<file path="src/rtl/cv32e40x_div.sv">
// Iterative RV32M divider (DIV/DIVU/REM/REMU) with one restoring step per cycle.
// Borrows the ALU CLZ unit and shifter to left-align the divisor before iterating.
module cv32e40x_div (
  input  logic        clk,
  input  logic        rst,
  input  logic        kill_i,
  input  logic        valid_i,
  output logic        ready_o,
  input  logic [1:0]  op_i,
  input  logic [31:0] op_a_i,
  input  logic [31:0] op_b_i,
  output logic        valid_o,
  input  logic        ready_i,
  output logic [31:0] result_o,
  output logic        alu_clz_en_o,
  output logic [31:0] alu_clz_data_o,
  input  logic [5:0]  alu_clz_result_i,
  output logic        alu_shift_en_o,
  output logic [5:0]  alu_shift_amt_o,
  output logic [31:0] alu_op_a_o,
  input  logic [31:0] alu_op_a_shifted_i
);

  localparam logic [2:0] S_IDLE  = 3'd0;
  localparam logic [2:0] S_CLZ   = 3'd1;
  localparam logic [2:0] S_SHIFT = 3'd2;
  localparam logic [2:0] S_ITER  = 3'd3;
  localparam logic [2:0] S_DONE  = 3'd4;

  logic [2:0]  state_q, state_d;
  logic [31:0] rem_q, rem_d;
  logic [31:0] dvsr_q, dvsr_d;
  logic [31:0] quot_q, quot_d;
  logic [4:0]  cnt_q, cnt_d;
  logic [1:0]  op_q, op_d;
  logic        sign_a_q, sign_a_d;
  logic        sign_q_q, sign_q_d;
  logic        b_zero_q, b_zero_d;

  logic        signed_op;
  logic        a_neg;
  logic        b_neg;
  logic [31:0] abs_a;
  logic [31:0] abs_b;
  logic        rem_ge;
  logic [31:0] div_res;
  logic [31:0] rem_res;

  always_comb begin
    signed_op = ~op_i[0];
    a_neg     = signed_op & op_a_i[31];
    b_neg     = signed_op & op_b_i[31];
    abs_a     = a_neg ? (32'd0 - op_a_i) : op_a_i;
    abs_b     = b_neg ? (32'd0 - op_b_i) : op_b_i;
    rem_ge    = (rem_q >= dvsr_q);
  end

  // Until SHIFT overwrites it, dvsr holds |b| so CLZ and SHIFT can present it to the ALU.
  always_comb begin
    state_d  = state_q;
    rem_d    = rem_q;
    dvsr_d   = dvsr_q;
    quot_d   = quot_q;
    cnt_d    = cnt_q;
    op_d     = op_q;
    sign_a_d = sign_a_q;
    sign_q_d = sign_q_q;
    b_zero_d = b_zero_q;

    if (kill_i) begin
      state_d = S_IDLE;
    end else begin
      case (state_q)
        S_IDLE: begin
          if (valid_i) begin
            op_d     = op_i;
            sign_a_d = a_neg;
            sign_q_d = a_neg ^ b_neg;
            b_zero_d = (op_b_i == 32'd0);
            quot_d   = '0;
            cnt_d    = '0;
            dvsr_d   = abs_b;
            if (op_b_i == 32'd0) begin
              rem_d   = op_a_i;
              state_d = S_DONE;
            end else begin
              rem_d   = abs_a;
              state_d = S_CLZ;
            end
          end
        end
        S_CLZ: begin
          // A count of 32 only occurs for a zero operand, which never reaches CLZ.
          cnt_d   = alu_clz_result_i[5] ? 5'd31 : alu_clz_result_i[4:0];
          state_d = S_SHIFT;
        end
        S_SHIFT: begin
          dvsr_d  = alu_op_a_shifted_i;
          state_d = S_ITER;
        end
        S_ITER: begin
          if (rem_ge) begin
            rem_d = rem_q - dvsr_q;
          end
          quot_d = {quot_q[30:0], rem_ge};
          dvsr_d = {1'b0, dvsr_q[31:1]};
          if (cnt_q == 5'd0) begin
            state_d = S_DONE;
          end else begin
            cnt_d = cnt_q - 5'd1;
          end
        end
        S_DONE: begin
          if (ready_i) begin
            state_d = S_IDLE;
          end
        end
        default: state_d = S_IDLE;
      endcase
    end
  end

  always_ff @(posedge clk) begin
    if (rst) begin
      state_q  <= S_IDLE;
      rem_q    <= '0;
      dvsr_q   <= '0;
      quot_q   <= '0;
      cnt_q    <= '0;
      op_q     <= '0;
      sign_a_q <= 1'b0;
      sign_q_q <= 1'b0;
      b_zero_q <= 1'b0;
    end else begin
      state_q  <= state_d;
      rem_q    <= rem_d;
      dvsr_q   <= dvsr_d;
      quot_q   <= quot_d;
      cnt_q    <= cnt_d;
      op_q     <= op_d;
      sign_a_q <= sign_a_d;
      sign_q_q <= sign_q_d;
      b_zero_q <= b_zero_d;
    end
  end

  always_comb begin
    if (b_zero_q) begin
      div_res = '1;
      rem_res = rem_q;
    end else begin
      div_res = (!op_q[0] && sign_q_q) ? (32'd0 - quot_q) : quot_q;
      rem_res = sign_a_q ? (32'd0 - rem_q) : rem_q;
    end
  end

  always_comb begin
    ready_o         = (state_q == S_IDLE);
    valid_o         = (state_q == S_DONE);
    result_o        = (state_q == S_DONE) ? (op_q[1] ? rem_res : div_res) : '0;
    alu_clz_en_o    = (state_q == S_CLZ);
    alu_clz_data_o  = (state_q == S_CLZ) ? dvsr_q : '0;
    alu_shift_en_o  = (state_q == S_SHIFT);
    alu_shift_amt_o = (state_q == S_SHIFT) ? {1'b0, cnt_q} : '0;
    alu_op_a_o      = (state_q == S_SHIFT) ? dvsr_q : '0;
  end

endmodule

</file>
<file path="config.mk">
export PLATFORM = sky130hd
export DESIGN_NAME = cv32e40x_div
export DESIGN_NICKNAME = d
export VERILOG_FILES = /design/src/rtl/cv32e40x_div.sv
export SDC_FILE = /design/constraint.sdc
export NUM_CORES = 1
export LEC_CHECK = 0
export CORE_UTILIZATION = 32
export DETAILED_ROUTE_END_ITERATION = 10
export GPL_TIMING_DRIVEN = 0
export SLEW_MARGIN = 20
export SYNTH_ARGS = -nofsm -noshare
export SYNTH_HDL_FRONTEND = slang
export SYNTH_SLANG_ARGS = --single-unit
</file>
<file path="constraint.sdc">
create_clock -name clk -period 7.3 [get_ports clk]
set_input_delay 0.73 -clock clk [delete_from_list [all_inputs] [get_ports clk]]
set_output_delay 0.73 -clock clk [all_outputs]
set_load 0.01 [all_outputs]
</file>
==> results of run 1 <==
-- state kept, by name, indices dropped and copies added (netlist names) --
signal and cells:
b_zero_q 1, dvsr_q 32, rem_q 32, quot_q 32
sign_q_q 1, cnt_q 5, sign_a_q 1, state_q 3
op_q 2
-- placed cells by master, fill, tap and decap left out, types with 14 or more instances in the layout --
cell type          n
a31oi_1           19
mux2i_1           21
nor2b_1           23
nor4_1            20
dfxtp_1          109
nand2b_1          16
a211oi_1          59
xnor2_1           67
a311oi_1          14
nor2_1           135
nor3_1           105
o21ai_0           62
nand4_1           17
a21oi_1          186
clkdlybuf4s50_1  212
ha_1              38
a221oi_1          27
clkbuf_1          95
inv_1             65
nand2_1          115
o31ai_1           18
nand3_1           51
xor2_1            64
-- kinds of logic after synthesis --
| kind of cell | synth area share (%) |
|---|---|
| XOR/XNOR | 11.03 |
| buffers and inverters | 6.594 |
| AO/OA/AOI/OAI | 28.18 |
| AND/OR/NAND/NOR | 26.39 |
| adder cells (fa/ha/maj) | 4.765 |
| multiplexers | 2.021 |
| other | 0.03606 |
| flip-flops | 20.98 |
-- critical path: cells and delay by family (launching register included) --
family                     cells  cell delay [ns]
and+or+nand+nor                5             1.81
buffers and inverters          2             0.72
adders and majority gates      1             0.17
xor gates and xnor gates       1             0.15
AOI/OAI and AO/OA              2             0.54
DFF                            1             0.36
-- area by class of cell --
| class | instances | area (um^2) | area share, % |
|---|---|---|---|
| Buffer | 112 | 437.9 | 3.274 |
| Clock buffer | 13 | 260.3 | 1.946 |
| Clock inverter | 3 | 43.79 | 0.3274 |
| Inverter | 66 | 247.7 | 1.852 |
| Multi-Input combinational cell | 1208 | 7537 | 56.35 |
| Sequential cell | 109 | 2182 | 16.31 |
| Tap cell | 435 | 544.3 | 4.069 |
| Timing Repair Buffer | 212 | 2122 | 15.87 |
-- worst max-delay path by stage --
stage                    to  slack [ns]
2_1_floorplan  result_o[29]        3.92
3_3_place_gp      rem_q[12]        2.82
3_5_place_dp      rem_q[30]        2.86
4_1_cts        result_o[30]        2.53
5_1_grt        result_o[30]        2.26
6_report       result_o[30]        2.46
-- metal layers --
layer	global-route usage, %	share of wire, %	vias up
met5	0	0	-
met4	9.513	3.4	0
met3	2.654	6.8	67
met2	41.99	46	532
met1	32.92	44	5653
li1	-	-	5897
-- report_power, final --
part           switching (mW)  internal [mW]  total (mW)
clock network           0.245          0.286       0.531
logic                   0.447          0.305       0.752
registers              0.0407          0.621       0.662
total                   0.733           1.21        1.95
-- per-stage QoR --
step | hold WS [ns] | power (mW)
2_1_floorplan | 0.4446 | 1.156
3_3_place_gp | 0.4687 | 1.407
3_5_place_dp | 0.4766 | 1.413
4_1_cts | 0.4871 | 1.934
5_1_grt | 0.5196 | 2.049
6_report | 0.4888 | 1.945
==> results.json, run 1 <==
{
  "drive_above_1_share_pct": 2.612,
  "layout_min_cycle_time_ns": 4.839,
  "drc": 0,
  "max_stage_delay_ns": 0.63,
  "finalHoldViolations": 0,
  "crit_start": "quot_q[0]",
  "path_cells": "inv_1 > ha_1 > or3b_2 > nor4_1 > and3_1 > nand2_1 > nor4_2 > a21oi_1 > xnor2_1 > a221oi_1 > clkdlybuf4s50_1",
  "status": "finished clean",
  "worstPathArrival_ns": 4.11,
  "grt_max_degree": 17,
  "ant_nets": 0,
  "powerDensity_mw_per_mm2": 145.4,
  "synth_seq_cells": 109,
  "yosysTopAreaCellShare_pct": 20.98,
  "grt_pass1_vias": 11430,
  "leakagePower_nw": 4.503,
  "die_h_um": 182.3,
  "dieArea_mm2": 0.03322,
  "slew_headroom_pct": 37.45,
  "synth_cells": 1495,
  "worst_path_max_delay_cell": "nor4_1",
  "hold_path.startpoint": "quot_q[31]",
  "placed_cells": 2142,
  "fill_cells": 3335,
  "synth-seq-area-share_pct": 20.98,
  "cts_resized": 0,
  "yosysTopAreaCell": "dfxtp_1",
  "vias_per_cell": 5.630,
  "r2r-start": "dvsr_q[0]",
  "skew_ns": 0.01208,
  "grtUsageTotal_pct": 25.03,
  "detail_route.iter0.violations": 801,
  "cts_setup_buffers": 0,
  "fin_crit_sh_pct": 66.28,
  "synth.most_common_cell": "a21oi_1",
  "gp_congestion": 0.9730,
  "hpwl_mm": 34.82,
  "rsz0062_at_grt": "no",
  "vias": 12150,
  "reg2reg_slack_ns": 3.21,
  "cts.sinks": 109,
  "antenna_found_initial": 0,
  "worstHoldPathCells": 2,
  "cts_tree": "done",
  "clk_transition_reported_paths_ns": 0.08,
  "clk_latency_ns": 0.37,
  "yosys.cell_types.count": 76,
  "synth_area_mm2": 0.01040,
  "holdPathEnd": "quot_q[31]",
  "ys.flop_type": "dfxtp_1",
  "fmax_mhz": 206.7,
  "worstSetupPathType": "register to output pin",
  "pre_cts_ws_ns": 2.862,
  "initial_core_util_pct": 32.70,
  "fin_area_mm2": 0.01338,
  "async_flop_share_pct": 0,
  "synth_edf_count": 0,
  "place_area_mm2": 0.01307,
  "clockBufferDepth": 2,
  "min_path_type": "register to register",
  "avgSynthCellArea_um2": 6.956,
  "dieWidth_um": 182.3,
  "synth_nets": 1643,
  "routedWlPerCell_um": 19.68,
  "core_mm2": 0.03180,
  "first_pass_iters": 6,
  "cts_buffers": 9,
  "ff2ff_path_depth": 12,
  "worst_pin_slew_ns": 0.9320,
  "synthToLayoutAreaGrowth_pct": 28.62,
  "hold_buffers": 0,
  "cts_root_buf": "clkbuf_16",
  "worstPathRequired_ns": 6.57,
  "end_kind": "output pin",
  "maxSlewViolCount": 0,
  "htreeDepth": 3,
  "synth_common_cells": "a21oi_1 (186), nor2_1 (135), nand2_1 (115), dfxtp_1 (109), nor3_1 (105)",
  "rows": 65,
  "grt_overflow": 0,
  "ios": 215,
  "setup-tns-final_ns": 0,
  "grt_pass1_wl_mm": 64.63,
  "yosys_warnings": 0,
  "synth_area_leaders": "dfxtp_1 (21%), a21oi_1 (9.0%), xnor2_1 (5.6%)",
  "port-buffer-count": 212,
  "start_kind": "register",
  "final_core_util_pct": 42.06,
  "finalNetCount": 1866,
  "ir_worst_vdd_mv": 0.08958,
  "diodes": 0,
  "fin_cells": 2158,
  "wl_mm": 42.46,
  "crit_fanout": 5,
  "setup_viol": 0,
  "r2r-end": "rem_q[31]",
  "maxCapViolations": 0,
  "worst_slack_ns": 2.461
}
No activity file was read; power rests on OpenSTA's default activity.
==> run 2: changes to the inputs <==
Clock period 7.3 ns to 4.8 ns, I/O delays scaled along.
==> results of run 2 <==
Same layout as run 1 (identical final DEF). Status: finished clean.
Among the figures that moved: setup slack after placement 2.862 ns -> 0.6122 ns; setup slack after layout 2.461 ns -> 0.2114 ns; register-to-register setup slack 3.21 ns -> 0.71 ns; total power 1.945 mW -> 2.958 mW; worst IR drop on VDD 0.08958 mV -> 0.1362 mV
==> run 3: changes to the inputs <==
Settings changed: GPL_TIMING_DRIVEN 0 to 1.
==> results.json, run 3 (synthesized netlist as in run 1, its figures left out) <==
{
  "synthToLayoutAreaGrowth_pct": 26.48,
  "grt_use_met1_pct": 31.99,
  "worstSetupPathType": "register to output pin",
  "place_area_mm2": 0.01284,
  "htreeDepth": 3,
  "crit_family": "simple AND/OR/NAND/NOR gates",
  "first_pass_iters": 5,
  "core_mm2": 0.03180,
  "ant_nets": 0,
  "fin_area_mm2": 0.01315,
  "gr-usage-met3_pct": 4.031,
  "cts_resized": 0,
  "grt_max_degree": 58,
  "initial_core_util_pct": 32.70,
  "wl_mm": 38.35,
  "p_sw_share_pct": 37.21,
  "antenna_found_initial": 0,
  "finalNetCount": 1777,
  "setup-tns-final_ns": 0,
  "cts.sinks": 109,
  "pwr-share-seq_pct": 34.1,
  "grt_pass1_wl_mm": 60.12,
  "worst_pin_slew_ns": 1.119,
  "worstPathArrival_ns": 3.89,
  "status": "finished clean",
  "port-buffer-count": 213,
  "grt_pass1_vias": 10740,
  "rsz0062_at_grt": "no",
  "end_kind": "output pin",
  "rows": 65,
  "die_h_um": 182.3,
  "grtUsageTotal_pct": 22.56,
  "grt_util_met2_pct": 35.28,
  "clockBufferDepth": 2,
  "cts_buffers": 9,
  "crit_fanout": 5,
  "fill_cells": 3300,
  "vias": 11700,
  "reg_top3": "dvsr_q (32), quot_q (32), rem_q (32)",
  "layout_min_cycle_time_ns": 4.372,
  "path_cells": "inv_1 > ha_1 > or3b_2 > nor4_1 > and3_1 > nand2_1 > nor4_2 > a21oi_1 > xnor2_1 > a221oi_1 > clkdlybuf4s50_1",
  "dieArea_mm2": 0.03322,
  "worstHoldPathCells": 2,
  "drc": 0,
  "routedWlPerCell_um": 18.54,
  "setup_viol": 0,
  "layout.cells.most_common": "clkdlybuf4s50_1",
  "skew_ns": 0.008910,
  "powerDensity_mw_per_mm2": 225.6,
  "clk_latency_ns": 0.37,
  "final_cell_mix": "clkdlybuf4s50_1 (212), a21oi_1 (186), nor2_1 (134), nand2_1 (114), dfxtp_1 (108)",
  "total_power_mw": 2.967,
  "leakagePower_nw": 4.465,
  "finalHoldViolations": 0,
  "detail_route.iter0.violations": 919,
  "gp_congestion": 0.9222,
  "maxCapViolations": 0,
  "reg2reg_slack_ns": 1.11,
  "r2r-start": "dvsr_q[21]",
  "combPwrFrac_pct": 37.3,
  "cts_setup_buffers": 0,
  "cp_num_buf_inv": 2,
  "hold_path.startpoint": "dvsr_q[25]",
  "vias_per_cell": 5.657,
  "worstPathRequired_ns": 4.32,
  "drive_above_1_share_pct": 3.919,
  "worst_path_max_delay_cell": "nor4_1",
  "ios": 215,
  "clk_transition_reported_paths_ns": 0.08,
  "dieWidth_um": 182.3,
  "ff2ff_path_depth": 10,
  "cts_tree": "done",
  "min_path_type": "register to register",
  "max_stage_delay_ns": 0.63,
  "slew_headroom_pct": 25.21,
  "ir_worst_vdd_mv": 0.1943,
  "grt_overflow": 0,
  "start_kind": "register",
  "p_clk_share_pct": 28.7,
  "holdPathEnd": "dvsr_q[25]",
  "diodes": 0,
  "hpwl_mm": 29.54,
  "fin_crit_sh_pct": 91.09,
  "cts_root_buf": "clkbuf_16",
  "busiest_layer": "met2",
  "r2r-end": "rem_q[26]",
  "maxSlewViolCount": 0,
  "p_switching_mw": 1.104,
  "fmax_mhz": 228.7,
  "p_int_mw": 1.863,
  "hold_buffers": 0
}
## run 3: changes by cell type in the layout (fill, tap and decap cells not counted), moves of 2 or more
cell      before  now
o21ai_1        2    0
buf_1          9    0
nor2b_1       23   21
buf_4          2   22
nor2b_2        0    2
clkbuf_1      95    1
buf_2          8    0
clkbuf_8       2    0
inv_6          0    2
## run 3: stage by stage
stage	worst slack [ns]	cells	utilization (%)	hold WS (ns)
final	0.4279	2068	41.36	0.4809
after global routing	0.1808	2068	41.36	0.5060
after CTS	0.4053	2068	41.35	0.4793
after detailed placement	0.8007	2053	40.37	0.4583
after global placement	0.9583	2053	40.37	0.4560
after floorplan	1.668	1495	-	0.4446
## run 3: how the worst max path moves through the flow
stage	slack, ns	start	endpoint	cells after the start
after global placement	0.96	quot_q[0]	result_o[30]	11
final	0.43	quot_q[0]	result_o[30]	11
after detailed placement	0.80	quot_q[0]	result_o[26]	11
after floorplan	1.67	rem_q[6]	result_o[29]	8
after CTS	0.41	quot_q[0]	result_o[26]	11
after global routing	0.18	quot_q[1]	result_o[26]	11
## run 3: per-layer routing
metal	up-vias	share of wire [%]
met4	0	1.8
li1	5716	-
met1	5450	47
met2	486	44
met5	-	0
met3	46	7.5
## run 3: cell type report
| class | count | area [um^2] | share of cell area (%) |
|---|---|---|---|
| multi-input combinational | 1208 | 7556 | 57.45 |
| timing repair buffer | 235 | 2307 | 17.54 |
| sequential | 109 | 2186 | 16.62 |
| tap | 435 | 544.3 | 4.138 |
| inverter | 66 | 247.7 | 1.884 |
| clock buffer | 10 | 229.0 | 1.741 |
| clock inverter | 5 | 82.58 | 0.6279 |
## run 3: power by group through the flow
| stage | Combinational [mW] | Sequential (mW) | Clock, mW |
|---|---|---|---|
| finish | 1.11 | 1.01 | 0.851 |
| detailed placement | 1.09 | 1.03 | 0 |
| global placement | 1.08 | 1.03 | 0 |
| CTS | 1.09 | 1.01 | 0.861 |
| global route | 1.21 | 1.02 | 0.893 |
| floorplan | 0.759 | 0.999 | 0 |
## run 3: worst min-delay path: stages (launching register included)
cell     delay (ns)
dfxtp_1        0.33
nand2_1        0.06
a21oi_1        0.05
